--- config.mk ---
export PLATFORM = sky130hd
export DESIGN_NAME = btn_debounce_fsm
export DESIGN_NICKNAME = d
export VERILOG_FILES = /design/src/rtl/btn_debounce_fsm.sv
export SDC_FILE = /design/constraint.sdc
export NUM_CORES = 1
export LEC_CHECK = 0
export BUFFER_PORTS_ARGS = -buffer_cell sky130_fd_sc_hd__buf_2
export CAP_MARGIN = 20
export CORE_AREA = 2 2 39 41
export DETAILED_ROUTE_END_ITERATION = 8
export DIE_AREA = 0 0 41 43
export GPL_ROUTABILITY_DRIVEN = 0
export PLACE_DENSITY_LB_ADDON = 0.2
export SYNTH_ARGS = -nofsm -noshare
export SYNTH_HDL_FRONTEND = slang
export SYNTH_SLANG_ARGS = --single-unit
--- constraint.sdc ---
create_clock -name clk -period 3.91 [get_ports clk]
set_input_delay 0.5865 -clock clk [delete_from_list [all_inputs] [get_ports clk]]
set_output_delay 0.5865 -clock clk [all_outputs]
set_load 0.01 [all_outputs]
--- src/rtl/btn_debounce_fsm.sv ---
// btn_debounce_fsm: debounces a raw push-button, sampling it once per rising edge of a slow divider tick.
// Latency: pin->pr 2 clk, tick rise->sample_en 2 clk, btn_level/btn_press/btn_release registered 1 clk after the qualifying sample.
// No backpressure: pulses are single-cycle and never held; define DB_AUTOREPEAT_EN to add auto-repeat btn_press pulses.
module btn_debounce_fsm #(
   parameter int unsigned STABLE_TICKS = 4,   // consecutive agreeing samples, 2..15
   parameter int unsigned BTN_ACT_LOW  = 1,   // 1: pin low = pressed
   parameter int unsigned REPEAT_DELAY = 32,  // ticks held before first repeat, 2..255
   parameter int unsigned REPEAT_RATE  = 8    // ticks between later repeats, 1..255
) (
   input  logic clk,
   input  logic rst,
   input  logic tick_in,
   input  logic btn_raw,
   output logic btn_level,
   output logic btn_press,
   output logic btn_release
);

   localparam logic [1:0] S_REL   = 2'd0;
   localparam logic [1:0] S_PWAIT = 2'd1;
   localparam logic [1:0] S_PRS   = 2'd2;
   localparam logic [1:0] S_RWAIT = 2'd3;

   localparam logic [3:0] STABLE_CNT = 4'(STABLE_TICKS);
   // Pin level of a released button; syncs reset here so pr reads "released" out of reset.
   localparam logic       REL_PIN    = (BTN_ACT_LOW != 0);

   // Synchroniser flops
   logic       btn_s1_q, btn_s1_d;
   logic       btn_s2_q, btn_s2_d;
   logic       tick_s1_q, tick_s1_d;
   logic       tick_s2_q, tick_s2_d;
   logic       tick_s3_q, tick_s3_d;

   // FSM and output flops
   logic [1:0] state_q, state_d;
   logic [3:0] cnt_q, cnt_d;
   logic       level_q, level_d;
   logic       press_q, press_d;
   logic       release_q, release_d;

   logic       pr;          // synchronised, normalised button: 1 = pressed
   logic       sample_en;   // one clk per tick rising edge
   logic [3:0] cnt_inc;
   logic       press_fsm;   // debounced press qualified this cycle
   logic       rep_fire;    // auto-repeat press this cycle

   // Two-flop sync of the pin, three-flop sync of the tick so its edge can be detected safely
   always_comb begin
      btn_s1_d  = btn_raw;
      btn_s2_d  = btn_s1_q;
      tick_s1_d = tick_in;
      tick_s2_d = tick_s1_q;
      tick_s3_d = tick_s2_q;
      pr        = (BTN_ACT_LOW != 0) ? ~btn_s2_q : btn_s2_q;
      sample_en = tick_s2_q & ~tick_s3_q;
   end

   // Debounce FSM: only a sample_en cycle may move the state or the agreement counter
   always_comb begin
      state_d   = state_q;
      cnt_d     = cnt_q;
      press_fsm = 1'b0;
      release_d = 1'b0;
      cnt_inc   = cnt_q + 4'd1;
      if (sample_en) begin
         case (state_q)
            S_REL: begin
               if (pr) begin
                  state_d = S_PWAIT;
                  cnt_d   = 4'd1;
               end else begin
                  cnt_d   = 4'd0;
               end
            end
            S_PWAIT: begin
               if (pr) begin
                  if (cnt_inc == STABLE_CNT) begin
                     state_d   = S_PRS;
                     cnt_d     = 4'd0;
                     press_fsm = 1'b1;
                  end else begin
                     cnt_d     = cnt_inc;
                  end
               end else begin
                  // bounce: give up quietly
                  state_d = S_REL;
                  cnt_d   = 4'd0;
               end
            end
            S_PRS: begin
               if (!pr) begin
                  state_d = S_RWAIT;
                  cnt_d   = 4'd1;
               end else begin
                  cnt_d   = 4'd0;
               end
            end
            S_RWAIT: begin
               if (!pr) begin
                  if (cnt_inc == STABLE_CNT) begin
                     state_d   = S_REL;
                     cnt_d     = 4'd0;
                     release_d = 1'b1;
                  end else begin
                     cnt_d     = cnt_inc;
                  end
               end else begin
                  // release glitch: back to pressed, level never dropped
                  state_d = S_PRS;
                  cnt_d   = 4'd0;
               end
            end
            default: begin
               state_d = S_REL;
               cnt_d   = 4'd0;
            end
         endcase
      end
   end

`ifdef DB_AUTOREPEAT_EN
   localparam logic [7:0] DELAY_CNT = 8'(REPEAT_DELAY);
   localparam logic [7:0] RATE_CNT  = 8'(REPEAT_RATE);

   logic [7:0] rcnt_q, rcnt_d;
   logic       rphase_q, rphase_d;  // 0: waiting for first repeat, 1: repeating at RATE
   logic [7:0] rcnt_inc;
   logic [7:0] rtarget;

   // Repeat timer: counts pressed samples while settled in S_PRS; a pending release
   // (S_RWAIT) freezes it, and entering S_REL clears it so no repeat can meet btn_release.
   always_comb begin
      rcnt_d   = rcnt_q;
      rphase_d = rphase_q;
      rep_fire = 1'b0;
      rcnt_inc = rcnt_q + 8'd1;
      rtarget  = rphase_q ? RATE_CNT : DELAY_CNT;
      if (state_d == S_REL) begin
         rcnt_d   = 8'd0;
         rphase_d = 1'b0;
      end else if (sample_en && (state_q == S_PWAIT) && (state_d == S_PRS)) begin
         rcnt_d   = 8'd0;
         rphase_d = 1'b0;
      end else if (sample_en && (state_q == S_PRS) && (state_d == S_PRS)) begin
         // counter restarts at each repeat, so it stays below its target and never wraps
         if (rcnt_inc == rtarget) begin
            rep_fire = 1'b1;
            rcnt_d   = 8'd0;
            rphase_d = 1'b1;
         end else begin
            rcnt_d   = rcnt_inc;
         end
      end
   end

   // Repeat timer state
   always_ff @(posedge clk) begin
      if (rst) begin
         rcnt_q   <= 8'd0;
         rphase_q <= 1'b0;
      end else begin
         rcnt_q   <= rcnt_d;
         rphase_q <= rphase_d;
      end
   end
`else
   logic unused_repeat_cfg;
   assign unused_repeat_cfg = ^{8'(REPEAT_DELAY), 8'(REPEAT_RATE)};
   assign rep_fire = 1'b0;
`endif

   // Registered outputs: level follows the next state, press merges debounce and repeat pulses
   always_comb begin
      level_d = (state_d == S_PRS) || (state_d == S_RWAIT);
      press_d = press_fsm | rep_fire;
   end

   // All state registers with synchronous reset to the released condition
   always_ff @(posedge clk) begin
      if (rst) begin
         btn_s1_q  <= REL_PIN;
         btn_s2_q  <= REL_PIN;
         tick_s1_q <= 1'b0;
         tick_s2_q <= 1'b0;
         tick_s3_q <= 1'b0;
         state_q   <= S_REL;
         cnt_q     <= 4'd0;
         level_q   <= 1'b0;
         press_q   <= 1'b0;
         release_q <= 1'b0;
      end else begin
         btn_s1_q  <= btn_s1_d;
         btn_s2_q  <= btn_s2_d;
         tick_s1_q <= tick_s1_d;
         tick_s2_q <= tick_s2_d;
         tick_s3_q <= tick_s3_d;
         state_q   <= state_d;
         cnt_q     <= cnt_d;
         level_q   <= level_d;
         press_q   <= press_d;
         release_q <= release_d;
      end
   end

   assign btn_level   = level_q;
   assign btn_press   = press_q;
   assign btn_release = release_q;

endmodule
==> reports/qor.yml, run 1 <==
worst_setup_path:
  cpMaxStageDelayCell: "dfxtp_1"
  cp_num_buf_inv: 0
  crit_chain: "ha_1 > nand2b_1 > o21ai_1 > o211ai_2 > mux2_2"
  arrival_ns: 1.77
  slowest_delay_ns: 0.41
  crit_fanout: 6
  worstSetupEndpointType: "register"
  path_delay_family: "flip-flops"
  cp.required_ns: 4.08
  start_kind: "register"
  crit_type: "register to register"
floorplan:
  io_pins: 7
  placementRows: 14
  die_x_um: 41
  die_y_um: 43
  start_util_pct: 42.86
  coreArea_mm2: 0.001384
  die-area_mm2: 0.001763
cells_and_area:
  drive_above_1_share_pct: 23.19
  fillers: 140
  multi_input_area_um2: 304.0
  n_antenna_cell: 0
  nNetsFinal: 76
  final-seq-area_um2: 280.3
  area_delta_synth_final_pct: 13.08
synthesis:
  seq_area_frac_synth_pct: 47.26
  synth_edf_count: 0
  yosysTopAreaCell: "dfxtp_1"
  synthTopCellsByArea: "dfxtp_1, nor2b_1, ha_1, mux2_2, nand2b_1"
  ys_ff_latch: 14
  yosysWarnings: 0
  avgSynthCellArea_um2: 9.722
  synth_top_area_share_pct: 47.26
  yosysMostFrequentCell: "dfxtp_1"
  yosys_most_used_dff: "dfxtp_1"
  syn-instance-count: 61
  netlist_area_um2: 593.1
  ys_async_sr_fraction_pct: 0
  syn-num-nets: 67
  synthTopCellsByCount: "dfxtp_1, nor2b_1, nor2_1, nand2_1, nand2b_1"
  synth_cell_type_count: 25
routing:
  drcViolationCount: 0
  vias: 459
  drtAntennaViolNets: 0
  avgRoutedWirePerCell_um: 11.45
  finalWirelength_um: 973
  dr.pass1.iters: 4
  drt_iter0_markers: 6
  vias_per_cell: 5.400
power:
  powerDensity_mw_per_mm2: 380.5
  switching_share_pct: 19.76
  ir_worst_vdd_uv: 202.5
  clock_power_share_pct: 39.8
  p_leak_uw: 0.0002605
  p_int_uw: 204.8
  p_sw_uw: 50.43
  combPwrFrac_pct: 2.9
  total_power_uw: 255.2
  seqPwrFrac_pct: 57.3
place:
  io_buffer_count: 6
  dp_hpwl_um: 747.6
clock_network:
  holdBufCountCts: 0
  numCtsBuffers: 3
  clock-sinks: 14
  clkLatencyLatePin_ns: 0.28
  htree_levels: 1
  tritoncts: "yes"
  cts_root_buf: "clkbuf_4"
  cts_buffer_depth: 2
  postCtsSetupRepairBufs: 0
  cts_resized: 0
  clkTransAtPathRegs_ns: 0.08
grt:
  grtUsageTotal_pct: 15.94
  grt_start_max_net_pins: 15
  grt_pass1_vias: 465
  grt_overflow: 0
  grt_pass1_wl_mm: 1.856
  antenna_found_initial: 0
status:
  outcome: "finished clean"
timing:
  slew_headroom_pct: 68.27
  drv_slew: 0
  tightest_slew_ns: 0.4750
  min_period_over_period_pct: 40.97
  fin_setup_tns_ns: 0
  fmax_mhz: 624.3
  rsz0062_at_grt: "no"
  finalSetupViolations: 0
  skew_ns: 0.002405
  fin_crit_ns: 1.602
  hold_viol_final: 0
run:
  cap_violations: 0
hold_path:
  hold_class: "register to register"
-- power by group through the flow --
| stage | Combinational (uW) | Clock [uW] | Sequential, uW |
|---|---|---|---|
| detailed placement | 7.70 | 0 | 149 |
| CTS | 7.69 | 105 | 146 |
| floorplan | 5.24 | 0 | 149 |
| global route | 8.60 | 112 | 147 |
| global placement | 7.49 | 0 | 149 |
| finish | 7.48 | 102 | 146 |
-- per-stage QoR --
step	hold WS, ns	cells	utilization [%]	area, um2	setup slack, ns
4_1_cts	0.4272	85	48.46	670.6	2.296
6_report	0.4252	85	48.46	670.6	2.308
3_5_place_dp	0.3968	81	45.84	634.4	2.318
2_1_floorplan	0.3895	61	-	593.1	2.443
3_3_place_gp	0.3943	81	45.84	634.4	2.355
5_1_grt	0.4395	85	48.46	670.6	2.150
-- routing by layer --
layer	vias to the layer above	share of wire, %	global-route usage, %
met5	-	0	0
met4	0	2.4	10.00
li1	237	-	-
met2	9	53	24.38
met3	3	2.7	4.712
met1	210	42	18.33
-- registers in the layout (all words and copies together) (netlist names) --
signal	flops
cnt_q	4
state_q	2
btn_level	1
btn_press	1
btn_release	1
btn_s1_q	1
btn_s2_q	1
tick_s1_q	1
tick_s2_q	1
tick_s3_q	1
-- final cells by class --
class | instances | share of cell area (%)
multi-input combinational | 45 | 45.34
timing repair buffer | 6 | 4.478
tap | 16 | 2.985
clock buffer | 4 | 5.410
sequential | 14 | 41.79
-- final timing paths --
check        slack (ns)      from  depth (start not counted)   endpoint
max                2.31  cnt_q[0]                          5  btn_level
min                0.43  btn_s1_q                          1   btn_s2_q
min reg2reg        0.43  btn_s1_q                          1   btn_s2_q
max reg2reg        2.31  cnt_q[0]                          5  btn_level
-- cells by family (layout without fill, tap and decap cells) --
logic type                 after synthesis  in the layout  synth area share [%]
buffers and inverters                    2             10                 1.475
xor gates and xnor gates                 2              2                 2.954
AOI/OAI and AO/OA                       14             14                 17.30
DFF                                     14             14                 47.26
and+or+nand+nor                         25             25                 23.00
adders and majority gates                2              2                 4.219
muxes                                    2              2                 3.797
-- cell usage in the layout (no fill, tap or decap) --
master	count
o21ai_1	2
nand3_1	2
a22o_1	2
nor2_1	4
o21ai_0	1
a31oi_1	2
nor3_1	1
a211o_1	1
and3_1	2
mux2_2	2
a311oi_1	2
nor4_1	1
o211ai_2	1
o2111ai_1	1
clkbuf_4	3
ha_1	2
dfxtp_1	14
and2_2	1
a21oi_1	2
buf_2	6
clkbuf_8	1
or2_2	2
xnor2_1	2
nand2b_1	3
nand2_1	3
nor2b_1	6
(Power assumes the default switching activity.)
==> inputs of run 2 (changes only) <==
clock period = 1.5 ns   (was 3.91 ns; I/O delays follow)
==> run 2 against run 1 <==
Against the previous run:
- register-to-register slack got worse by 2.3 ns
- non-clock buffer count rose by 4
- critical path depth did not move
- clock power rose by 100%
- via count fell by 1.1%
- cell count rose by 3.5%
- combinational power rose to 2.9 times the previous value
- routed wire length rose by 12%
==> reports/qor.yml, run 2 (same netlist as run 1, synthesis figures left out) <==
clock_network:
  clock-sinks: 14  # unchanged
  tritoncts: "yes"
  holdBufCountCts: 0  # unchanged
  clkLatencyLatePin_ns: 0.27  # about the same
  numCtsBuffers: 3  # unchanged
  clkTransAtPathRegs_ns: 0.08  # about the same
  htree_levels: 1  # unchanged
  cts_buffer_depth: 2  # unchanged
  cts_root_buf: "clkbuf_4"
timing:
  fmax_mhz: 677.0  # +8.4%
  skew_ns: 0.004479  # +0.002074 ns
  fin_crit_ns: 1.477  # -0.1247 ns
  slew_headroom_pct: 77.86  # +9.6 points
  min_period_over_period_pct: 98.47  # +58 points
  tightest_slew_ns: 0.3317  # -0.1433 ns
  drv_slew: 0  # unchanged
  hold_viol_final: 0  # unchanged
  finalSetupViolations: 0  # unchanged
cells_and_area:
  largestRegisters: "cnt_q: 4 flops, state_q: 2 flops"
  area_delta_synth_final_pct: 22.36
  nNetsFinal: 80  # +5.3%
  regMostFlops: "cnt_q"
  layout_commonest_cell: "dfxtp_1"
  design_area_um2: 725.7  # +8.2%
  drive_above_1_share_pct: 36.11  # +13 points
  n_antenna_cell: 0  # unchanged
  layout_common_cells: "dfxtp_1, nor2b_1, buf_2"
  largest_register_ffs: 4  # unchanged
floorplan:
  die-area_mm2: 0.001763  # unchanged
  start_util_pct: 42.86  # unchanged
  die_x_um: 41  # unchanged
  placementRows: 14  # unchanged
  io_pins: 7  # unchanged
  coreArea_mm2: 0.001384  # unchanged
  die_y_um: 43  # unchanged
worst_setup_path:
  cp.depth: 5  # unchanged
  arrival_ns: 1.64  # -0.13 ns
  crit_type: "register to register"
  start_kind: "register"
  crit_chain: "ha_2 > nand2b_4 > o21ai_2 > o211ai_2 > mux2_4"
  cp_num_buf_inv: 0  # unchanged
  cpMaxStageDelayCell: "dfxtp_2"
  slowest_delay_ns: 0.37  # -0.04 ns
  worstSetupEndpointType: "register"
  cp.required_ns: 1.67  # -2.41 ns
  rr_worst_depth: 5  # unchanged
  crit_fanout: 4  # -2
  path_delay_family: "flip-flops"
grt:
  antenna_found_initial: 0  # unchanged
  grt_pass1_vias: 386  # -17%
  grt_pass1_wl_mm: 1.552  # -16%
  grt_start_max_net_pins: 15  # unchanged
  grtUsageTotal_pct: 13.17  # -2.8 points
  grt_overflow: 0  # unchanged
routing:
  drt_iter0_markers: 4  # -2
  vias: 454  # -1.1%
  wl_met2_um: 546  # +5.4%
  drtAntennaViolNets: 0  # unchanged
  avgRoutedWirePerCell_um: 12.42  # +8.5%
  wl_met3_um: 21  # -19%
  finalWirelength_mm: 1.093  # +12%
  dr.pass1.iters: 3  # -1
  routed.top_layer: "met3"
  vias_per_cell: 5.159  # -4.5%
  drcViolationCount: 0  # unchanged
  wl_met1_um: 525  # +30%
power:
  powerDensity_mw_per_mm2: 837.0  # +120%
  p_leak_uw: 0.0002840  # +9.0%
  ir_worst_vdd_uv: 667.3  # +230%
  seqPwrFrac_pct: 62.4  # +5.1 points
  p_int_uw: 478.9  # +130%
  total_power_uw: 607.4  # +140%
  combPwrFrac_pct: 3.6  # +0.7 points
  clock_power_share_pct: 34.0  # -5.8 points
  p_sw_uw: 128.6  # +150%
  switching_share_pct: 21.17  # +1.4 points
place:
  place_area_um2: 656.9  # +3.6%
  dp_hpwl_um: 720.8  # -3.6%
  io_buffer_count: 6  # unchanged
hold_path:
  hold_class: "input port to register"
  hold_path_depth: 2  # +1
run:
  cap_violations: 0  # unchanged
status:
  outcome: "finished clean"
## run 2: cell types whose count changed in the layout (fill, tap and decap cells not counted)
cell,change
buf_4,+4
dfxtp_1,-3
dfxtp_2,+2
mux2_2,-2
mux2_4,+2
o21ai_1,-2
clkbuf_8,-1
dfxtp_4,+1
ha_1,-1
ha_2,+1
nand2b_1,-1
nand2b_4,+1
o21ai_2,+1
o21ai_4,+1
## run 2: what timing repair did
item / CTS / global route
pin swaps: 1 / 1
setup buffers: 0 / 1
endpoints found under the setup margin: 2 / 2
resized for setup: 3 / 8
## run 2: cell type report
cell class / count / area, um2
flip-flops and latches: 14 / 286.5
repair buffers: 10 / 60.06
clock buffers: 3 / 22.52
fillers: 133 / 658.1
well taps: 16 / 20.02
multi-input cells: 45 / 336.6
## run 2: stage by stage
step                  TNS, ns  util, %  hold WS (ns)  instances  setup WS (ns)
global placement            0    47.47        0.4030         84        0.03290
floorplan                   0        -        0.3288         61        0.03327
global route         -0.04097    52.44        0.1289         88       -0.02093
finish                      0    52.44        0.1349         88        0.02294
detailed placement  -0.008466    47.47        0.4039         84      -0.004312
CTS                         0    49.55        0.1270         87        0.01024
## run 2: per-layer routing
layer | vias to the layer above | track usage, %
li1 | 243 | -
met4 | 0 | 4.000
met1 | 207 | 17.22
met3 | 0 | 4.712
met5 | - | 0
met2 | 4 | 19.69
## run 2: worst reg2reg max path, delay by kind of cell, from the launching register on
kind,cells,cell delay [ns]
flops,1,0.37
compound gates,2,0.34
simple gates,1,0.13
fa+ha+maj,1,0.20
mux,1,0.33
## run 2: final timing paths
kind                               start         to  slack (ns)
worst max-delay path            cnt_q[0]  btn_level        0.02
worst min-delay path             btn_raw   btn_s1_q        0.13
worst max register to register  cnt_q[0]  btn_level        0.02
worst min register to register  btn_s1_q   btn_s2_q        0.42
## run 2: power by group through the flow
stage	sequential (uW)	clock (uW)	combinational [uW]
6_report	379	206	21.8
5_1_grt	380	227	25.1
4_1_cts	381	215	21.9
3_5_place_dp	389	0	21.8
3_3_place_gp	389	0	22.0
2_1_floorplan	389	0	13.7
